`config.mk`:
```
export PLATFORM = sky130hd
export DESIGN_NAME = tinyalu_cmd_issuer
export DESIGN_NICKNAME = d
export VERILOG_FILES = /design/src/rtl/tinyalu_cmd_issuer.sv
export SDC_FILE = /design/constraint.sdc
export NUM_CORES = 1
export LEC_CHECK = 0
export CORE_ASPECT_RATIO = 1.2
export CORE_MARGIN = 3
export CORE_UTILIZATION = 48
export CTS_BUF_LIST = sky130_fd_sc_hd__clkbuf_4
export DETAILED_ROUTE_END_ITERATION = 10
export MAX_ROUTING_LAYER = met4
export PLACE_DENSITY = 0.78
export SYNTH_ARGS = -nofsm -noshare
export SYNTH_HDL_FRONTEND = slang
export SYNTH_SLANG_ARGS = --single-unit
```
`constraint.sdc`:
```
create_clock -name clk -period 5.8 [get_ports clk]
set_input_delay 1.16 -clock clk [delete_from_list [all_inputs] [get_ports clk]]
set_output_delay 1.16 -clock clk [all_outputs]
set_load 0.01 [all_outputs]
```
`src/rtl/tinyalu_cmd_issuer.sv`:
```
`default_nettype none
// ============================================================================
// Module   : tinyalu_cmd_issuer
// Purpose  : Buffers ALU commands in a FIFO and drives the TinyALU
//            start/done protocol, returning each result on a response port.
// Revision : 1.0 - initial release
// ============================================================================
module tinyalu_cmd_issuer #(
  parameter int DEPTH   = 4,
  parameter int TIMEOUT = 16
) (
  input  logic                       clk,
  input  logic                       reset,
  input  logic                       cmd_valid,
  output logic                       cmd_ready,
  input  logic [7:0]                 cmd_a,
  input  logic [7:0]                 cmd_b,
  input  logic [2:0]                 cmd_op,
  output logic [7:0]                 alu_a,
  output logic [7:0]                 alu_b,
  output logic [2:0]                 alu_op,
  output logic                       alu_start,
  output logic                       alu_reset_n,
  input  logic                       alu_done,
  input  logic [15:0]                alu_result,
  output logic                       rsp_valid,
  input  logic                       rsp_ready,
  output logic [15:0]                rsp_result,
  output logic [2:0]                 rsp_op,
  output logic                       rsp_timeout,
  output logic [$clog2(DEPTH+1)-1:0] level,
  output logic                       busy
);

  localparam int c_PTR_W = $clog2(DEPTH);
  localparam int c_CNT_W = $clog2(DEPTH + 1);
  localparam int c_TMO_W = $clog2(TIMEOUT);

  localparam logic [2:0] c_IDLE  = 3'd0;
  localparam logic [2:0] c_ISSUE = 3'd1;
  localparam logic [2:0] c_NOP   = 3'd2;
  localparam logic [2:0] c_RST   = 3'd3;
  localparam logic [2:0] c_RESP  = 3'd4;

  logic [18:0]        r_mem [DEPTH];
  logic [c_PTR_W-1:0] r_wr_ptr;
  logic [c_PTR_W-1:0] r_rd_ptr;
  logic [c_CNT_W-1:0] r_count;
  logic [2:0]         r_state;
  logic [c_TMO_W-1:0] r_tmo_cnt;
  logic [7:0]         r_alu_a;
  logic [7:0]         r_alu_b;
  logic [2:0]         r_alu_op;
  logic               r_alu_start;
  logic               r_alu_reset_n;
  logic [15:0]        r_rsp_result;
  logic [2:0]         r_rsp_op;
  logic               r_rsp_timeout;

  logic               w_push;
  logic               w_pop;
  logic [18:0]        w_head;
  logic [2:0]         w_head_op;

  assign cmd_ready = (r_count < c_CNT_W'(DEPTH));
  assign w_push    = cmd_valid && cmd_ready;
  assign w_pop     = (r_state == c_IDLE) && (r_count != '0);
  assign w_head    = r_mem[r_rd_ptr];
  assign w_head_op = w_head[18:16];

  always_ff @(posedge clk) begin
    if (w_push) begin
      r_mem[r_wr_ptr] <= {cmd_op, cmd_a, cmd_b};
    end
  end

  // Pointers wrap naturally because DEPTH is a power of two.
  always_ff @(posedge clk) begin
    if (reset) begin
      r_wr_ptr <= '0;
      r_rd_ptr <= '0;
      r_count  <= '0;
    end else begin
      if (w_push) r_wr_ptr <= r_wr_ptr + c_PTR_W'(1);
      if (w_pop)  r_rd_ptr <= r_rd_ptr + c_PTR_W'(1);
      case ({w_push, w_pop})
        2'b10:   r_count <= r_count + c_CNT_W'(1);
        2'b01:   r_count <= r_count - c_CNT_W'(1);
        default: r_count <= r_count;
      endcase
    end
  end

  always_ff @(posedge clk) begin
    if (reset) begin
      r_state       <= c_IDLE;
      r_tmo_cnt     <= '0;
      r_alu_a       <= '0;
      r_alu_b       <= '0;
      r_alu_op      <= '0;
      r_alu_start   <= 1'b0;
      r_alu_reset_n <= 1'b0;
      r_rsp_result  <= '0;
      r_rsp_op      <= '0;
      r_rsp_timeout <= 1'b0;
    end else begin
      r_alu_reset_n <= 1'b1;
      case (r_state)
        c_IDLE: begin
          if (w_pop) begin
            r_alu_a       <= w_head[15:8];
            r_alu_b       <= w_head[7:0];
            r_rsp_op      <= w_head_op;
            r_rsp_timeout <= 1'b0;
            r_tmo_cnt     <= '0;
            case (w_head_op)
              3'd1, 3'd2, 3'd3, 3'd4: begin
                r_alu_op    <= w_head_op;
                r_alu_start <= 1'b1;
                r_state     <= c_ISSUE;
              end
              3'd7: begin
                r_alu_op      <= w_head_op;
                r_alu_start   <= 1'b0;
                r_alu_reset_n <= 1'b0;
                r_state       <= c_RST;
              end
              // no_op and the reserved codes run as a one-cycle no_op.
              default: begin
                r_alu_op    <= 3'd0;
                r_alu_start <= 1'b1;
                r_state     <= c_NOP;
              end
            endcase
          end
        end
        c_ISSUE: begin
          if (alu_done) begin
            r_rsp_result <= alu_result;
            r_alu_start  <= 1'b0;
            r_state      <= c_RESP;
          end else if (r_tmo_cnt == c_TMO_W'(TIMEOUT - 1)) begin
            r_rsp_result  <= '0;
            r_rsp_timeout <= 1'b1;
            r_alu_start   <= 1'b0;
            r_state       <= c_RESP;
          end else begin
            r_tmo_cnt <= r_tmo_cnt + c_TMO_W'(1);
          end
        end
        c_NOP: begin
          r_alu_start  <= 1'b0;
          r_rsp_result <= '0;
          r_state      <= c_RESP;
        end
        c_RST: begin
          // Second RST cycle releases the ALU reset on its closing edge.
          if (r_tmo_cnt == '0) begin
            r_alu_reset_n <= 1'b0;
            r_tmo_cnt     <= c_TMO_W'(1);
          end else begin
            r_rsp_result <= '0;
            r_state      <= c_RESP;
          end
        end
        c_RESP: begin
          if (rsp_ready) begin
            r_state <= c_IDLE;
          end
        end
        default: r_state <= c_IDLE;
      endcase
    end
  end

  assign alu_a       = r_alu_a;
  assign alu_b       = r_alu_b;
  assign alu_op      = r_alu_op;
  assign alu_start   = r_alu_start;
  assign alu_reset_n = r_alu_reset_n;
  assign rsp_valid   = (r_state == c_RESP);
  assign rsp_result  = r_rsp_result;
  assign rsp_op      = r_rsp_op;
  assign rsp_timeout = r_rsp_timeout;
  assign level       = r_count;
  assign busy        = (r_state != c_IDLE);

endmodule
`default_nettype wire

```
==> flow_summary.json, run 1 <==
{
  "routed.top_layer": "met4",
  "power_density_nw_per_um2": 450,
  "synthCells": 390,
  "nFillCells": 822,
  "post-cts-setup-buffers": 0,
  "dieArea_sq_um": 12300,
  "cp-end-kind": "output port",
  "placed_cells": 584,
  "skew_ps": 18.2,
  "worstPathMaxFanout": 10,
  "synthFlopType": "edfxtp_1",
  "cpMaxStageDelayCell": "clkdlybuf4s50_1",
  "report.power.total_w": 0.00293,
  "yosys_warnings": 0,
  "post-route-min-period_ps": 3030,
  "maxSlewHeadroom_pct": 26.8,
  "cellLeakagePower_nw": 2.31,
  "drv_cap": 0,
  "crit_type": "reg -> out",
  "dp.final_hpwl_um": 6750,
  "hold_violations": 0,
  "rsz0062_at_grt": "false",
  "fmax_ghz": 0.330,
  "numClockSinks": 133,
  "report.final.slew_viol_count": 0,
  "io_buffers": 86,
  "drt_wl_total_um": 10600,
  "rows": 41,
  "wl_met3_um": 608,
  "via_count": 3316,
  "cp-startpoint": "r_state[1]",
  "first_pass_iters": 4,
  "remaining_drc_errors": 0,
  "clk_pin_slew_ps": 120,
  "worstPathCellList": "nor3_2 > inv_1 > clkdlybuf4s50_1",
  "critPathMaxStageDelay_ps": 480,
  "most-common-layout-cells": "85 x clkdlybuf4s50_1, 76 x edfxtp_1, 61 x nand2_1",
  "worst_slew_pin_slew_ps": 1100,
  "synth-async-reset-ratio_pct": 0,
  "dr.first_iter.drc_count": 229,
  "synth-edff-count": 76,
  "setup_violations": 0,
  "final_nets": 522,
  "wl_met1_um": 4540,
  "ys_types": 47,
  "antenna_found_initial": 0,
  "startpoint_type": "flip-flop",
  "arrival_ps": 1870,
  "avgViaCountPerCell": 5.38,
  "areaGrowthSynthToFinish_pct": 23.5,
  "fin_cells": 616,
  "grt_max_degree": 58,
  "wl_per_cell_um": 17.2,
  "placed_area_sq_um": 6190,
  "syn_area_sq_um": 5280,
  "r2r_start": "r_state[1]",
  "core_sq_um": 10600,
  "worstSetupEndpoint": "busy",
  "syn-num-nets": 438,
  "final.setup.tns_ps": 0,
  "worstReg2RegEnd": "level[2]",
  "ir_drop_mv": 0.268,
  "min_period_over_period_pct": 52.3,
  "dr_wl_met2_um": 5250,
  "fin_area_sq_um": 6520,
  "io-pin-count": 87,
  "ff2ff_path_depth": 9,
  "place.gp.congestion": 0.733,
  "synth.avg_cell_area_sq_um": 13.5,
  "overflow": 0,
  "cts_tree": "yes",
  "cts_made_buffers": 17,
  "hold_buffers": 0,
  "crit_required_ps": 4640,
  "grt_pass1_vias": 3316,
  "chipHeight_um": 121,
  "diodes": 0,
  "post_cts_resized": 0,
  "track_usage_pct": 18.4,
  "cts_root_buffer": "clkbuf_4",
  "fp.dieW_um": 102,
  "hold_path.class": "reg -> reg",
  "seq_area_frac_synth_pct": 64.8,
  "rrSetupSlack_ps": 3300,
  "grt_pass1_wl_um": 16600,
  "drive_gt1_share_pct": 12.3,
  "start_util_pct": 49.7,
  "mostFrequentLayoutCell": "clkdlybuf4s50_1",
  "outcome": "finished, final reports clean",
  "ant_nets": 0,
  "htree_levels": 4,
  "cts_buffer_depth": 2,
  "ys_ff_latch": 133,
  "clk_latency_ps": 540
}
## through the flow
step / setup slack (ps) / hold slack (ps) / util, %
detailed placement: 2470 / 452 / 58.3
finish: 2770 / 468 / 61.4
global route: 2600 / 486 / 61.4
global placement: 2510 / 444 / 58.3
floorplan: 3090 / 476 / -
CTS: 2730 / 472 / 61.4
## critical path: cells and delay by family, from the launching register on
family,cells,cell delay (ps)
and+or+nand+nor,1,360
buffers and inverters,2,560
DFF,1,430
## state kept, by name, summed over array words and instances, names as in the netlist, named ones only
name         count
r_tmo_cnt        4
level            3
r_rd_ptr         2
rsp_op           3
alu_op           3
alu_b            8
r_state          3
rsp_result      16
r_wr_ptr         2
alu_start        1
rsp_timeout      1
alu_reset_n      1
r_mem           76
alu_a            8
## cell type report
| type | instances | area, sq um | share of cell area (%) |
|---|---|---|---|
| clock buffer | 18 | 135 | 2.07 |
| clock inverter | 14 | 200 | 3.07 |
| inverter | 11 | 41.3 | 0.633 |
| multi-input combinational | 223 | 1690 | 25.9 |
| sequential | 133 | 3420 | 52.5 |
| tap | 129 | 161 | 2.47 |
| timing repair buffer | 88 | 871 | 13.4 |
## routing by layer
layer | track usage, % | vias to the layer above
met5 | - | -
met1 | 22.5 | 1609
li1 | - | 1578
met3 | 5.29 | 15
met2 | 29.4 | 114
met4 | 6.40 | 0
## worst min path at each step
stage	start	end	slack [ps]	depth (start not counted)
after global placement	alu_op[2]	alu_op[2]	440	2
after global routing	alu_a[0]	alu_a[0]	490	2
after floorplan	alu_op[0]	alu_op[0]	480	2
final	rsp_op[0]	rsp_op[0]	470	2
after CTS	alu_b[7]	alu_b[7]	470	2
after detailed placement	alu_op[1]	alu_op[1]	450	2
## report_power, final
part           leakage [nW]  total (W)  internal [W]  switching (W)
clock network         0.181   0.000701      0.000353       0.000349
logic                 0.964   0.000948      0.000461       0.000488
registers              1.16    0.00128       0.00118       0.000107
total                  2.31    0.00293       0.00199       0.000943
## cell families (layout without fill, tap and decap cells)
kind of cell / Yosys count / count (layout) / synth area share (%)
flip-flops: 133 / 133 / 64.8
AND/OR/NAND/NOR: 122 / 122 / 11.5
AO/OA/AOI/OAI: 50 / 50 / 5.57
multiplexers: 36 / 36 / 11.7
buffers and inverters: 34 / 131 / 3.22
adder cells (fa/ha/maj): 8 / 8 / 2.04
XOR/XNOR: 7 / 7 / 1.16
## synth_stat cells, types with 5 or more instances
cell type  number  share of area, %
buf_2           6              0.57
nand2b_1       19               2.3
inv_1          11              0.78
edfxtp_1       76                43
dfxtp_1        57                22
ha_1            7               1.7
a21oi_1        31               2.9
mux2i_1        17               3.2
and2_1          5              0.59
nor2_1         12              0.85
nand2_1        61               4.3
nand3_1         6              0.57
clkbuf_1        9              0.64
mux4_2         14               6.0
mux4_1          5               2.5
(Power assumes the default switching activity.)
==> run 2, diff against run 1 <==
- clock period: 5.8 -> 3.12 ns (I/O delays scaled with it)
==> flow_summary.json, run 2 (synthesized netlist as in run 1, its figures left out) <==
{
  "outcome": "finished, final reports clean",
  "hold_path.class": "reg -> reg",
  "clk_latency_ps": 510,
  "grt_pass1_vias": 3515,
  "power_density_nw_per_um2": 804,
  "cts_buffer_depth": 2,
  "rows": 41,
  "fmax_ghz": 0.404,
  "p_sw_w": 0.00171,
  "chipHeight_um": 121,
  "dr.first_iter.drc_count": 170,
  "start_util_pct": 49.7,
  "r2r_start": "r_state[1]",
  "antenna_found_initial": 0,
  "rrSetupSlack_ps": 640,
  "comb_power_share_pct": 34.6,
  "track_usage_pct": 18.8,
  "diodes": 0,
  "remaining_drc_errors": 0,
  "switching_share_pct": 32.7,
  "crit_required_ps": 3550,
  "cp-end-kind": "flip-flop",
  "numClockSinks": 133,
  "arrival_ps": 2910,
  "report.final.slew_viol_count": 0,
  "most-common-layout-cells": "85 x clkdlybuf4s50_1, 76 x edfxtp_1, 61 x nand2_1",
  "fin_cells": 624,
  "hold_violations": 0,
  "min_period_over_period_pct": 79.4,
  "grt_pass1_wl_um": 17100,
  "ant_nets": 0,
  "post-route-min-period_ps": 2480,
  "final.setup.tns_ps": 0,
  "cts_made_buffers": 17,
  "drv_cap": 0,
  "worstSetupEndpoint": "level[2]",
  "io_buffers": 86,
  "startpoint_type": "flip-flop",
  "htree_levels": 4,
  "cp-startpoint": "r_state[1]",
  "skew_ps": 20.3,
  "placed_cells": 593,
  "maxSlewHeadroom_pct": 51.8,
  "first_pass_iters": 4,
  "rsz0062_at_grt": "false",
  "intPower_w": 0.00352,
  "ff2ff_path_depth": 9,
  "fp.dieW_um": 102,
  "clockPowerShare_pct": 20.2,
  "wl_per_cell_um": 16.6,
  "drt_wl_total_um": 10300,
  "core_sq_um": 10600,
  "overflow": 0,
  "largest_reg_flops": 76,
  "crit_type": "reg -> reg",
  "ir_drop_mv": 0.484,
  "via_count": 3335,
  "post_cts_resized": 0,
  "io-pin-count": 87,
  "mostFrequentLayoutCell": "clkdlybuf4s50_1",
  "cts_tree": "yes",
  "seqPwrFrac_pct": 45.2,
  "worstPathMaxFanout": 26,
  "dieArea_sq_um": 12300,
  "dp.final_hpwl_um": 6900,
  "hold_buffers": 0,
  "place.gp.congestion": 0.791,
  "worst_slew_pin_slew_ps": 723,
  "post-cts-setup-buffers": 0,
  "final_nets": 531,
  "areaGrowthSynthToFinish_pct": 23.5,
  "cts_root_buffer": "clkbuf_4",
  "worstReg2RegEnd": "level[2]",
  "setup_violations": 0,
  "clk_pin_slew_ps": 110,
  "grt_max_degree": 36,
  "regMostFlops": "r_mem",
  "cellLeakagePower_nw": 2.31,
  "drive_gt1_share_pct": 13.5,
  "avgViaCountPerCell": 5.34
}
-- run 2: cell count changes in the layout (fill, tap and decap cells not counted) --
cell and delta:
buf_4 +9, clkinv_4 -4, clkinvlp_4 +4, clkinv_2 +3
bufinv_16 -2, inv_6 -2, clkbuf_4 -1, clkinv_1 +1
-- run 2: final cells by class --
cell class                 instances  area, sq um
multi-input combinational        223         1690
inverter                          11         41.3
clock inverter                    14          136
fill                             819         4100
sequential                       133         3420
timing repair buffer              97          938
clock buffer                      17          128
tap                              129          161
-- run 2: power groups by stage --
stage | clock, W | combinational [W] | sequential [W]
global placement | 0 | 0.00179 | 0.00239
floorplan | 0 | 0.00108 | 0.00244
finish | 0.00106 | 0.00181 | 0.00237
detailed placement | 0 | 0.00183 | 0.00241
global route | 0.00118 | 0.00199 | 0.00240
CTS | 0.00110 | 0.00184 | 0.00237
-- run 2: layer usage --
layer | vias up | share of wire [%] | track usage (%) | wire length, um
met5 | - | 0 | - | 0
met4 | 0 | 0.59 | 6.98 | 61
met3 | 5 | 6.9 | 5.69 | 713
met2 | 106 | 52 | 29.9 | 5380
met1 | 1640 | 40 | 22.6 | 4190
li1 | 1584 | - | - | -
-- run 2: metrics by stage --
stage                     cell area (sq um)  setup WS [ps]  util [%]  hold slack (ps)  total power, W
after floorplan                        5280            820         -              476         0.00352
after global placement                 6250            672      58.9              444         0.00418
after detailed placement               6250            572      58.9              449         0.00424
after CTS                              6520            605      61.4              462         0.00531
after global routing                   6520            466      61.4              487         0.00557
final                                  6520            642      61.4              461         0.00524
-- run 2: how the worst min path moves through the flow --
stage / start / depth (start not counted) / endpoint / slack (ps)
after floorplan: alu_op[0] / 2 / alu_op[0] / 480
after global placement: alu_op[1] / 2 / alu_op[1] / 440
after detailed placement: rsp_op[2] / 2 / rsp_op[2] / 450
after CTS: rsp_op[2] / 2 / rsp_op[2] / 460
after global routing: alu_op[0] / 2 / alu_op[0] / 490
final: rsp_op[2] / 2 / rsp_op[2] / 460
-- run 2: critical path, cell delays in order (launching register included) --
cell     delay, ps
dfxtp_1        420
nor3_2         350
nand2_4        260
inv_1          140
ha_1           190
inv_1           60
fa_1           380
xor2_1         160
or3_1          300
a21oi_1        150
==> variant: new RTL, settings of run 2 <==
Make the reset (`reset`) asynchronous in 2 clocked blocks.
--- a/src/rtl/tinyalu_cmd_issuer.sv
+++ b/src/rtl/tinyalu_cmd_issuer.sv
@@ -76,5 +76,5 @@
 
   // Pointers wrap naturally because DEPTH is a power of two.
-  always_ff @(posedge clk) begin
+  always_ff @(posedge clk or posedge reset) begin
     if (reset) begin
       r_wr_ptr <= '0;
@@ -92,5 +92,5 @@
   end
 
-  always_ff @(posedge clk) begin
+  always_ff @(posedge clk or posedge reset) begin
     if (reset) begin
       r_state       <= c_IDLE;
Function: differs if reset is asserted again (counterexample within 4 cycles, from zero or initial values and one cycle with reset high); with reset held inactive, the same outputs for 10 cycles.
==> variant against run 2 <==
Power is 25% higher; utilization grew 1.4 points; critical path depth shrank 7; design area is 2.3% higher; area after synthesis is 0.14% lower; clock skew about the same; global-route usage is 0.39 points lower; combinational power is 35% higher; die area shrank 0.13%; sequential cell count decreased by 2; count of clock-buffer cells in the layout grew 1; wire length shrank 1.3%; setup slack got worse by 98 ps.
==> variant: results (changes against run 2) <==
metric	value	unit	change
place.gp.congestion	0.881		was 0.791
root_buffer	clkbuf_4		unchanged
grtUsageTotal	18.4	%	was 18.8%
drive_above_1_share	14.8	%	was 13.5%
dpl.hpwl	6700	um	was 6900 um
grt_use_met1	20.3	%	was 22.6%
largest_register_ffs	76		unchanged
cts_resized	0		unchanged
layout.nets	516		was 531
peakVddDrop	467	uV	was 484 uV
grt_max_degree	34		was 36
yosys_warnings	0		unchanged
status	completed		unchanged
synth-main-ff-cell	edfxtp_1		unchanged
grt_use_met2	30.4	%	was 29.9%
seq_area_frac_synth	69.4	%	was 64.8%
clk_latency	510	ps	about the same
swShare	32.4	%	was 32.7%
grt_use_met3	5.02	%	was 5.69%
final.setup_skew	20.0	ps	was 20.3 ps
yosys-top-cells-area	edfxtp_1, dfrtp_1, mux4_2, nand2_1, inv_1		was edfxtp_1, dfxtp_1, mux4_2, nand2_1, mux2i_1
placed_area	6270	um^2	was 6250 um^2
via_per_inst	5.27		was 5.34
hp-class	in2async		was reg2reg
synth_commonest_cells	edfxtp_1, nand2_1, dfrtp_1		was edfxtp_1, nand2_1, dfxtp_1
grt_pass1_vias	3395		was 3515
avgRoutedWirePerCell	16.7	um	was 16.6 um
drt_first_pass_iters	6		was 4
post_cts_buffers	0		unchanged
htree_levels	4		unchanged
clk_pin_slew	120	ps	
tightestPinTransition	616	ps	was 723 ps
drtIter0Drc	195		was 170
clockBufferDepth	2		unchanged
ys_async_sr_fraction	42.0	%	was 0%
power.leakage	2.63	nW	was 2.31 nW
portBuffers	86		unchanged
cp_max_fo	11		was 26
syn-num-nets	415		was 438
grt_pass1_wl	16400	um	was 17100 um
antenna_found_initial	1		was 0
synth_edf_count	76		unchanged
critical_path_arrival	1950	ps	was 2910 ps
cts_made_buffers	17		unchanged
synthDistinctLibCells	42		was 47
## variant: cell types whose count changed in the layout (fill, tap and decap cells not counted), sizes merged, moves of 17 or more
cell / change
dfxtp: -57
o21ai: +17
dfrtp: +55
a21oi: -26
nand2b: -18
inv: +21
## variant: cell type report
| type | count | area (um^2) |
|---|---|---|
| fillers | 798 | 3950 |
| flip-flops and latches | 131 | 3660 |
| multi-input cells | 187 | 1380 |
| repair buffers | 98 | 951 |
| clock inverters | 14 | 258 |
| well taps | 129 | 161 |
| clock buffers | 18 | 135 |
| inverters | 33 | 125 |
| diodes | 1 | 2.50 |
## variant: metal layers
layer  routed length (um)  share of wire [%]  up-vias
met3                  515                5.0       24
met2                 5550                 54      108
met5                    0                  0        -
li1                     -                  -     1508
met1                 3850                 38     1581
met4                  298                2.9        0
## variant: power by group through the flow
stage	logic, mW	registers, mW	clock network, mW
finish	2.44	2.61	1.48
global route	2.70	2.67	1.58
CTS	2.48	2.62	1.52
detailed placement	2.46	2.64	0
global placement	2.40	2.62	0
floorplan	1.48	2.66	0
## variant: metrics by stage
| stage | instances | setup WS, ps | power, mW |
|---|---|---|---|
| after floorplan | 367 | 647 | 4.14 |
| after global placement | 578 | 695 | 5.02 |
| after detailed placement | 578 | 602 | 5.11 |
| after CTS | 610 | 483 | 6.61 |
| after global routing | 611 | 424 | 6.94 |
| final | 611 | 544 | 6.53 |
## variant: logic make-up after synthesis
logic type	Yosys count	synth area share (%)
flops	131	69.4
fa+ha+maj	8	2.04
xor+xnor	9	1.50
buf+inv	49	4.51
mux	22	8.71
compound gates	41	4.72
simple gates	107	9.14
## variant: critical path, cell delays in order (launching register included)
cell,delay [ps]
dfrtp_1,520
or3_4,430
clkdlybuf4s50_1,490
## variant: final timing paths
| check | startpoint | cells past startpoint | slack [ps] | endpoint |
|---|---|---|---|---|
| max | r_state[0] | 2 | 540 | busy |
| min | reset | 2 | 460 | rsp_op[0] |
| max reg2reg | r_state[0] | 9 | 700 | level[2] |
| min reg2reg | alu_a[4] | 2 | 490 | alu_a[4] |
| max in group asynchronous | reset | 3 | 2000 | alu_b[6] |
| min in group clk | alu_a[4] | 2 | 490 | alu_a[4] |
